==> config.mk <==
export PLATFORM = sky130hd
export DESIGN_NAME = ad_serial_responder
export DESIGN_NICKNAME = d
export VERILOG_FILES = /design/src/rtl/ad_serial_responder.sv
export SDC_FILE = /design/constraint.sdc
export NUM_CORES = 1
export LEC_CHECK = 0
export BUFFER_PORTS_ARGS = -buffer_cell sky130_fd_sc_hd__buf_2
export CORE_MARGIN = 4
export CORE_UTILIZATION = 26
export CTS_CLUSTER_DIAMETER = 120
export DETAILED_ROUTE_END_ITERATION = 16
export GPL_ROUTABILITY_DRIVEN = 0
export PLACE_DENSITY_LB_ADDON = 0.08
export SYNTH_ARGS = -nofsm -noshare
export SYNTH_HDL_FRONTEND = slang
export SYNTH_SLANG_ARGS = --single-unit
==> constraint.sdc <==
create_clock -name CLK -period 4.45 [get_ports CLK]
set_clock_uncertainty 0.2 [all_clocks]
set_input_delay 0.2225 -clock CLK [delete_from_list [all_inputs] [get_ports CLK]]
set_output_delay 0.2225 -clock CLK [all_outputs]
set_load 0.1 [all_outputs]
==> src/rtl/ad_serial_responder.sv <==
// ---------------------------------------------------------------------------
// ad_serial_responder
//
// Emulates the converter end of a 10-bit, 4-bit-address serial ADC link.
// It samples the master's chip select, I/O clock and address line. It shifts
// out the previous conversion result MSB-first and captures the channel
// address. It then runs a fixed-length conversion, with EOC held low while the
// conversion runs.
//
// Parameters
//   CONV_CYCLES    conversion time in CLK cycles. It must stay below the
//                  master's end-of-conversion wait.
//
// Ports
//   CLK            system clock
//   RSTn           synchronous active-low reset
//   AD_CSn         chip select from the master (async to CLK, active low)
//   AD_Clk         I/O clock from the master (async to CLK)
//   AD_Address     serial address, MSB first, sampled on I/O clock rise
//   Ch_Value       stand-in analog value for the selected channel
//   Ch_Sel         address captured by the last complete transaction
//   AD_DigData_Out serial data to the master
//   AD_DigData_En  output enable for AD_DigData_Out (follows synced CSn)
//   EOC            end of conversion, low while converting
//   Result         current conversion result register
// ---------------------------------------------------------------------------
module ad_serial_responder #(
    parameter int CONV_CYCLES = 1000
) (
    input  logic       CLK,
    input  logic       RSTn,
    input  logic       AD_CSn,
    input  logic       AD_Clk,
    input  logic       AD_Address,
    input  logic [9:0] Ch_Value,
    output logic [3:0] Ch_Sel,
    output logic       AD_DigData_Out,
    output logic       AD_DigData_En,
    output logic       EOC,
    output logic [9:0] Result
);

    localparam logic [1:0] ST_IDLE    = 2'd0;
    localparam logic [1:0] ST_SHIFT   = 2'd1;
    localparam logic [1:0] ST_CONVERT = 2'd2;

    localparam int            CW        = $clog2(CONV_CYCLES + 1);
    localparam logic [CW-1:0] CONV_LAST = CW'(CONV_CYCLES - 1);

    // Fixed reference values returned for the special addresses.
    localparam logic [9:0] REF_HALF = 10'h200;
    localparam logic [9:0] REF_FULL = 10'h3FF;

    // Synchronizers. Bit 0 is the metastability flop and bit 1 is the
    // usable synchronized level. Bit 2, present on CSn and the I/O clock
    // only, is the previous level used for edge detection.
    logic [2:0]    cs_sync_q,   cs_sync_d;
    logic [2:0]    clk_sync_q,  clk_sync_d;
    logic [1:0]    addr_sync_q, addr_sync_d;

    logic [1:0]    state_q,     state_d;
    logic [3:0]    bit_cnt_q,   bit_cnt_d;
    logic [3:0]    addr_sr_q,   addr_sr_d;
    logic [CW-1:0] conv_cnt_q,  conv_cnt_d;
    logic [3:0]    ch_sel_q,    ch_sel_d;
    logic          dout_q,      dout_d;
    logic          en_q,        en_d;
    logic          eoc_q,       eoc_d;
    logic [9:0]    result_q,    result_d;

    logic          cs_fall, cs_rise;
    logic          sclk_rise, sclk_fall;
    logic          addr_bit;
    logic [3:0]    bit_cnt_inc;
    logic [3:0]    bit_idx;

    // Maps the captured channel to the value that a conversion produces.
    function automatic logic [9:0] conv_value(input logic [3:0] sel,
                                              input logic [9:0] chv);
        logic [9:0] v;
        case (sel)
            4'hB:    v = REF_HALF;
            4'hC:    v = 10'h000;
            4'hD:    v = REF_FULL;
            4'hE,
            4'hF:    v = 10'h000;
            default: v = chv;      // 0x0..0xA are real channels
        endcase
        return v;
    endfunction

    always_comb begin
        cs_sync_d   = {cs_sync_q[1:0],  AD_CSn};
        clk_sync_d  = {clk_sync_q[1:0], AD_Clk};
        addr_sync_d = {addr_sync_q[0],  AD_Address};
    end

    assign cs_fall   = ~cs_sync_q[1] &  cs_sync_q[2];
    assign cs_rise   =  cs_sync_q[1] & ~cs_sync_q[2];
    assign sclk_rise =  clk_sync_q[1] & ~clk_sync_q[2];
    assign sclk_fall = ~clk_sync_q[1] &  clk_sync_q[2];
    // Address passes through two flops, the same depth as the I/O clock.
    // The sample taken on a detected rising edge is therefore the level
    // that was present at the pin edge.
    assign addr_bit  = addr_sync_q[1];

    assign bit_cnt_inc = bit_cnt_q + 4'd1;
    assign bit_idx     = 4'd9 - bit_cnt_inc;

    always_comb begin
        state_d    = state_q;
        bit_cnt_d  = bit_cnt_q;
        addr_sr_d  = addr_sr_q;
        conv_cnt_d = conv_cnt_q;
        ch_sel_d   = ch_sel_q;
        dout_d     = dout_q;
        eoc_d      = eoc_q;
        result_d   = result_q;
        // The output enable follows synchronized CSn in every state. This
        // also covers "enable on start" and "disable on abort".
        en_d       = ~cs_sync_q[1];

        case (state_q)
            ST_IDLE: begin
                if (cs_fall) begin
                    dout_d    = result_q[9];
                    bit_cnt_d = 4'd0;
                    addr_sr_d = 4'd0;
                    state_d   = ST_SHIFT;
                end
            end

            ST_SHIFT: begin
                if (cs_rise) begin
                    // Early CSn release: drop the transaction and keep the
                    // previous result and channel.
                    state_d = ST_IDLE;
                end else begin
                    if (sclk_rise && (bit_cnt_q < 4'd4))
                        addr_sr_d = {addr_sr_q[2:0], addr_bit};
                    if (sclk_fall) begin
                        bit_cnt_d = bit_cnt_inc;
                        if (bit_cnt_inc < 4'd10) begin
                            // Data changes only on falling edges, so it
                            // is stable at the master's rising-edge sample.
                            dout_d = result_q[bit_idx];
                        end else begin
                            dout_d     = 1'b0;
                            ch_sel_d   = addr_sr_q;
                            conv_cnt_d = '0;
                            eoc_d      = 1'b0;
                            state_d    = ST_CONVERT;
                        end
                    end
                end
            end

            ST_CONVERT: begin
                // I/O clocks and CSn edges are ignored here. A CSn fall
                // during conversion does not start a transaction later.
                if (conv_cnt_q == CONV_LAST) begin
                    result_d = conv_value(ch_sel_q, Ch_Value);
                    eoc_d    = 1'b1;
                    state_d  = ST_IDLE;
                end else begin
                    conv_cnt_d = conv_cnt_q + CW'(1);
                end
            end

            default: state_d = ST_IDLE;
        endcase
    end

    always_ff @(posedge CLK) begin
        if (!RSTn) begin
            cs_sync_q   <= 3'b111;
            clk_sync_q  <= 3'b000;
            addr_sync_q <= 2'b00;
            state_q     <= ST_IDLE;
            bit_cnt_q   <= 4'd0;
            addr_sr_q   <= 4'd0;
            conv_cnt_q  <= '0;
            ch_sel_q    <= 4'd0;
            dout_q      <= 1'b0;
            en_q        <= 1'b0;
            eoc_q       <= 1'b1;
            result_q    <= 10'd0;
        end else begin
            cs_sync_q   <= cs_sync_d;
            clk_sync_q  <= clk_sync_d;
            addr_sync_q <= addr_sync_d;
            state_q     <= state_d;
            bit_cnt_q   <= bit_cnt_d;
            addr_sr_q   <= addr_sr_d;
            conv_cnt_q  <= conv_cnt_d;
            ch_sel_q    <= ch_sel_d;
            dout_q      <= dout_d;
            en_q        <= en_d;
            eoc_q       <= eoc_d;
            result_q    <= result_d;
        end
    end

    assign Ch_Sel         = ch_sel_q;
    assign AD_DigData_Out = dout_q;
    assign AD_DigData_En  = en_q;
    assign EOC            = eoc_q;
    assign Result         = result_q;

endmodule

# After elaboration in Yosys (flattened, before gate mapping)
# Index checks and enable logic that the tools add are counted.
# W data, S select, Z words.
# word_totals
reg_bits,45
latchBits,0
output_inout_bits,17
mem_bits_ro,0
elab_cells,88
ram_bits,0
inputBits,15
n_memories,0
# op_classes
bitwise_logic,10
mul,0
div_mod_pow,0
n_eq_ne,17
n_lt_le_gt_ge,3
addsub,3
shift,0
n_reduce_logical,12
mux,31
# op_table
operator,n
$mux W10,4
$pmux W10 S3,1
$eq A4 B4 Y1 const B,5
$mux W4,5
$pmux W10 S2,1
$pmux W4 S2,2
$reduce_and A4 Y1,4
$ne A2 B2 Y1 const B,7
$add A10 B1 Y10 const B,1
$eq A10 B10 Y1 const B,1
$mux W2,5
$reduce_and A5 Y1,2
$mux W1,9
$ne A3 B3 Y1 const B,2
$not A1 Y1,6
$pmux W2 S3,1
$lt A4 B5 Y1 const B,1
$add A4 B1 Y4 const B,1
$and A1 B1 Y1,4
$bmux W1 S4,1
$lt A4 B3 Y1 const B,1
$lt A4 B4 Y1 const B,1
$pmux W1 S2,2
$reduce_bool A2 Y1,2
7 further kinds,7

# Longest topological paths before layout
# depth
ltp_word,8
mapped_depth,9

# Least setup slack after synthesis
# OpenSTA, ideal clock, no wires.
# synth_path
kind,register to register
from,reg bit_cnt_q[0]
to,reg dout_q (netlist: AD_DigData_Out)
stages_incl_launch_ff,10
setup_ns,0.070
period_less_slack_ns,2.364
path_slack_ns,2.086
arrival_time_ns,2.094
cell_sequence,dfxtp_1 ha_1 xnor2_1 ha_1 buf_2 mux2i_1 mux4_2 nor2_1 o21ai_1 a21oi_1
# synth_between
elab_chain_cells,8
word_cells_on_any_way,9
cone_classes,add/sub (2); order compare (1); mux (6)
# synth_rtl
item,line_no,text
from (decl),62,"logic [3:0] bit_cnt_q, bit_cnt_d;"
from (signal assigned),193,bit_cnt_q <= bit_cnt_d;
$add A4 B1 Y4 (*),107,assign bit_cnt_inc = bit_cnt_q + 4'd1;
$sub A4 B4 Y4,108,assign bit_idx = 4'd9 - bit_cnt_inc;
$bmux W1 S4,146,dout_d = result_q[bit_idx];
$mux W1 (not written as such),146,
$mux W1 (*),143,if (bit_cnt_inc < 4'd10) begin
$mux W1 (*),141,if (sclk_fall) begin
$mux W1 (*),134,if (cs_rise) begin
$pmux W1 S2 (*),123,case (state_q)
to (signal assigned),197,dout_q <= dout_d;
to (decl),66,"logic dout_q, dout_d;"
# Every way passes the cells marked *; elsewhere a longest branch is shown, timed or not. The select of a mux whose other input is x is not followed.
# A chain may end at the register's enable or synchronous reset.

# Final worst setup path
# Ends and elaborated chain as after synthesis.

==> flow_summary.yaml <==
run_status:
  status: "finished clean"
final_layout:
  fill_cells: 840
  drive_above_1_share_pct: 16.5
  stdcell_area_mm2: 0.00253
  nNetsFinal: 295
  final_cell_mix: "45 x dfxtp_1, 31 x buf_2, 22 x nand2_1"
  final_common_cell: "dfxtp_1"
  areaGrowthSynthToFinish_pct: 22.2
  n_antenna_cell: 0
sta:
  hold_viol: 0
  tns_ns: 0
  max_freq_mhz: 403
  fin_ws_ns: 1.97
  maxSlewViolCount: 0
  setup_violations: 0
  layout_min_cycle_time_ns: 2.48
  worst_pin_slew_ns: 1.11
  slew_headroom_pct: 25.1
  rsz0062_at_grt: "no"
  min_period_over_period_pct: 55.7
setup_path:
  cp-start-kind: "flop"
  slowest_stage: "mux4_2"
  path_depth: 8
  end_kind: "flop"
  cp_slowest_stage_delay_ns: 0.49
  cp.arrival_ns: 2.51
  cpLargestDelayFamily: "multiplexers"
  worst-path-buf-inv: 0
  reg2reg_depth: 8
  path_cells: "ha_1 -> xnor2_1 -> ha_1 -> mux2i_1 -> mux4_2 -> nor2_1 -> o21ai_1 -> a21oi_1"
  crit_path_max_fanout: 7
  required_ns: 4.48
  cpMostUsedCell: "ha_1"
  path_class: "reg -> reg"
yosys:
  synth_edf_count: 0
  synth-seq-cells: 45
  synth_area_leaders: "dfxtp_1 44%, mux2i_1 4.8%, nand2_1 4.0%, a31oi_1 3.9%, o21ai_0 3.9%"
  ys_async_sr_fraction_pct: 0
  yosysSeqAreaShare_pct: 43.5
  synth_area_mm2: 0.00207
  synth_nets: 255
  netlist.area_leader.share_pct: 43.5
  synth_ff_type: "dfxtp_1"
  avgSynthCellArea_um2: 8.74
  ys_types: 45
  yosysTopAreaCell: "dfxtp_1"
  yosys_warnings: 0
  syn_inst: 237
drt:
  postRouteWirelength_mm: 5.33
  vias_per_cell: 4.81
  ant_nets: 0
  first_pass_iters: 4
  drtIter0Drc: 104
  routedWlPerCell_um: 14.0
  via_count: 1826
  drc_errors: 0
power:
  p_per_area_mw_per_mm2: 284
  vdd_ir_drop_max_v: 0.0000960
  cellLeakagePower_uw: 0.000987
grt:
  grt_pass1_vias: 1772
  grt_use_total_pct: 11.7
  grt_pass1_wl_mm: 9.03
  antenna_found_initial: 0
  grt_remaining_overflow: 0
  grt_max_degree: 24
cts:
  cts_max_path_buffers: 2
  tritoncts: "yes"
  worstSkewPairLatency_ns: 0.30
  cts_buffers: 5
  clock_sinks: 45
  cts_setup_buffers: 0
  cts-root-buf: "clkbuf_8"
  clk_pin_slew_ns: 0.10
  htreeDepth: 2
placement:
  pre_cts_slack_ns: 1.97
  io_buffers: 31
  dpl_cell_area_mm2: 0.00232
  dpl.hpwl_mm: 3.82
min_path:
  min_path_type: "in -> reg"
  holdPathStages: 2
floorplan:
  die_x_um: 97.2
  die_area_mm2: 0.00946
  rows: 32
  core_region_area_mm2: 0.00773
  die_h_um: 97.2
  ioPinCount: 32
  initial_core_util_pct: 26.8
job:
  cap_violations: 0
[layout make-up]
cell class | count | area [um^2] | area share [%]
clock inverters | 3 | 25.0 | 0.989
repair buffers | 43 | 275 | 10.9
clock buffers | 5 | 68.8 | 2.72
well taps | 102 | 128 | 5.04
inverters | 4 | 15.0 | 0.593
flip-flops and latches | 45 | 901 | 35.6
multi-input cells | 178 | 1120 | 44.2
[metrics by stage]
step | util, % | std cells | total power (uW) | hold WS, ns
6_report | 32.7 | 380 | 718 | 0.0602
3_3_place_gp | 30.0 | 360 | 450 | 0.192
3_5_place_dp | 30.0 | 360 | 450 | 0.202
5_1_grt | 32.7 | 380 | 752 | 0.0667
2_1_floorplan | - | 237 | 437 | 0.0955
4_1_cts | 32.7 | 380 | 730 | 0.0550
[cells by family after synthesis]
group	synth area share, %
simple gates	25.4
compound gates	16.8
xor+xnor	2.54
flops	43.5
buf+inv	2.96
fa+ha+maj	1.81
mux	7.01
[synthesized netlist by cell type (2+ instances only)]
cell,number
a21o_1,2
xor2_1,2
buf_2,4
nand2_1,22
o21ai_0,16
nor2b_1,2
dfxtp_1,45
nand3b_1,3
nor2_1,19
nand4_1,3
ha_1,3
a31oi_1,13
xnor2_1,4
o21ai_1,6
nand2b_1,5
o31ai_1,2
nor3b_1,3
nor3_1,5
nand3_1,10
clkbuf_1,5
or2_1,2
and2_1,6
or3_1,5
inv_1,4
a21oi_1,15
or4_1,3
mux2i_1,10
[repair_timing]
action,4_1_cts,5_1_grt
endpoints found under the hold margin,12,0
resized for setup,0,0
hold buffers,12,0
[per-layer routing]
metal  vias to the layer above  GRT usage, %  routed length, um
met4                         0          3.83                 55
met2                        31          18.5               2460
met1                       856          15.8               2650
li1                        934             -                  -
met5                         -             0                  0
met3                         5          2.58                173
[path summary, 6_finish.rpt]
kind              slack (ns)         start        endpoint
hold / removal          0.06          RSTn             EOC
setup reg to reg        1.97  bit_cnt_q[0]  AD_DigData_Out
setup / recovery        1.97  bit_cnt_q[0]  AD_DigData_Out
hold reg to reg         0.22  cs_sync_q[0]    cs_sync_q[1]
[sequential cells by signal (all words and copies together), names as in the netlist]
signal and count:
addr_sr_q 4, state_q 2, bit_cnt_q 4, Ch_Sel 4
AD_DigData_En 1, addr_sync_q 2, EOC 1, conv_cnt_q 10
clk_sync_q 3, cs_sync_q 3, Result 10, AD_DigData_Out 1
[report_power, final]
group	internal (uW)	switching, uW
logic	18.6	18.9
clock network	114	156
registers	406	3.75
total	539	179
Power figures use the tool's default switching activity.
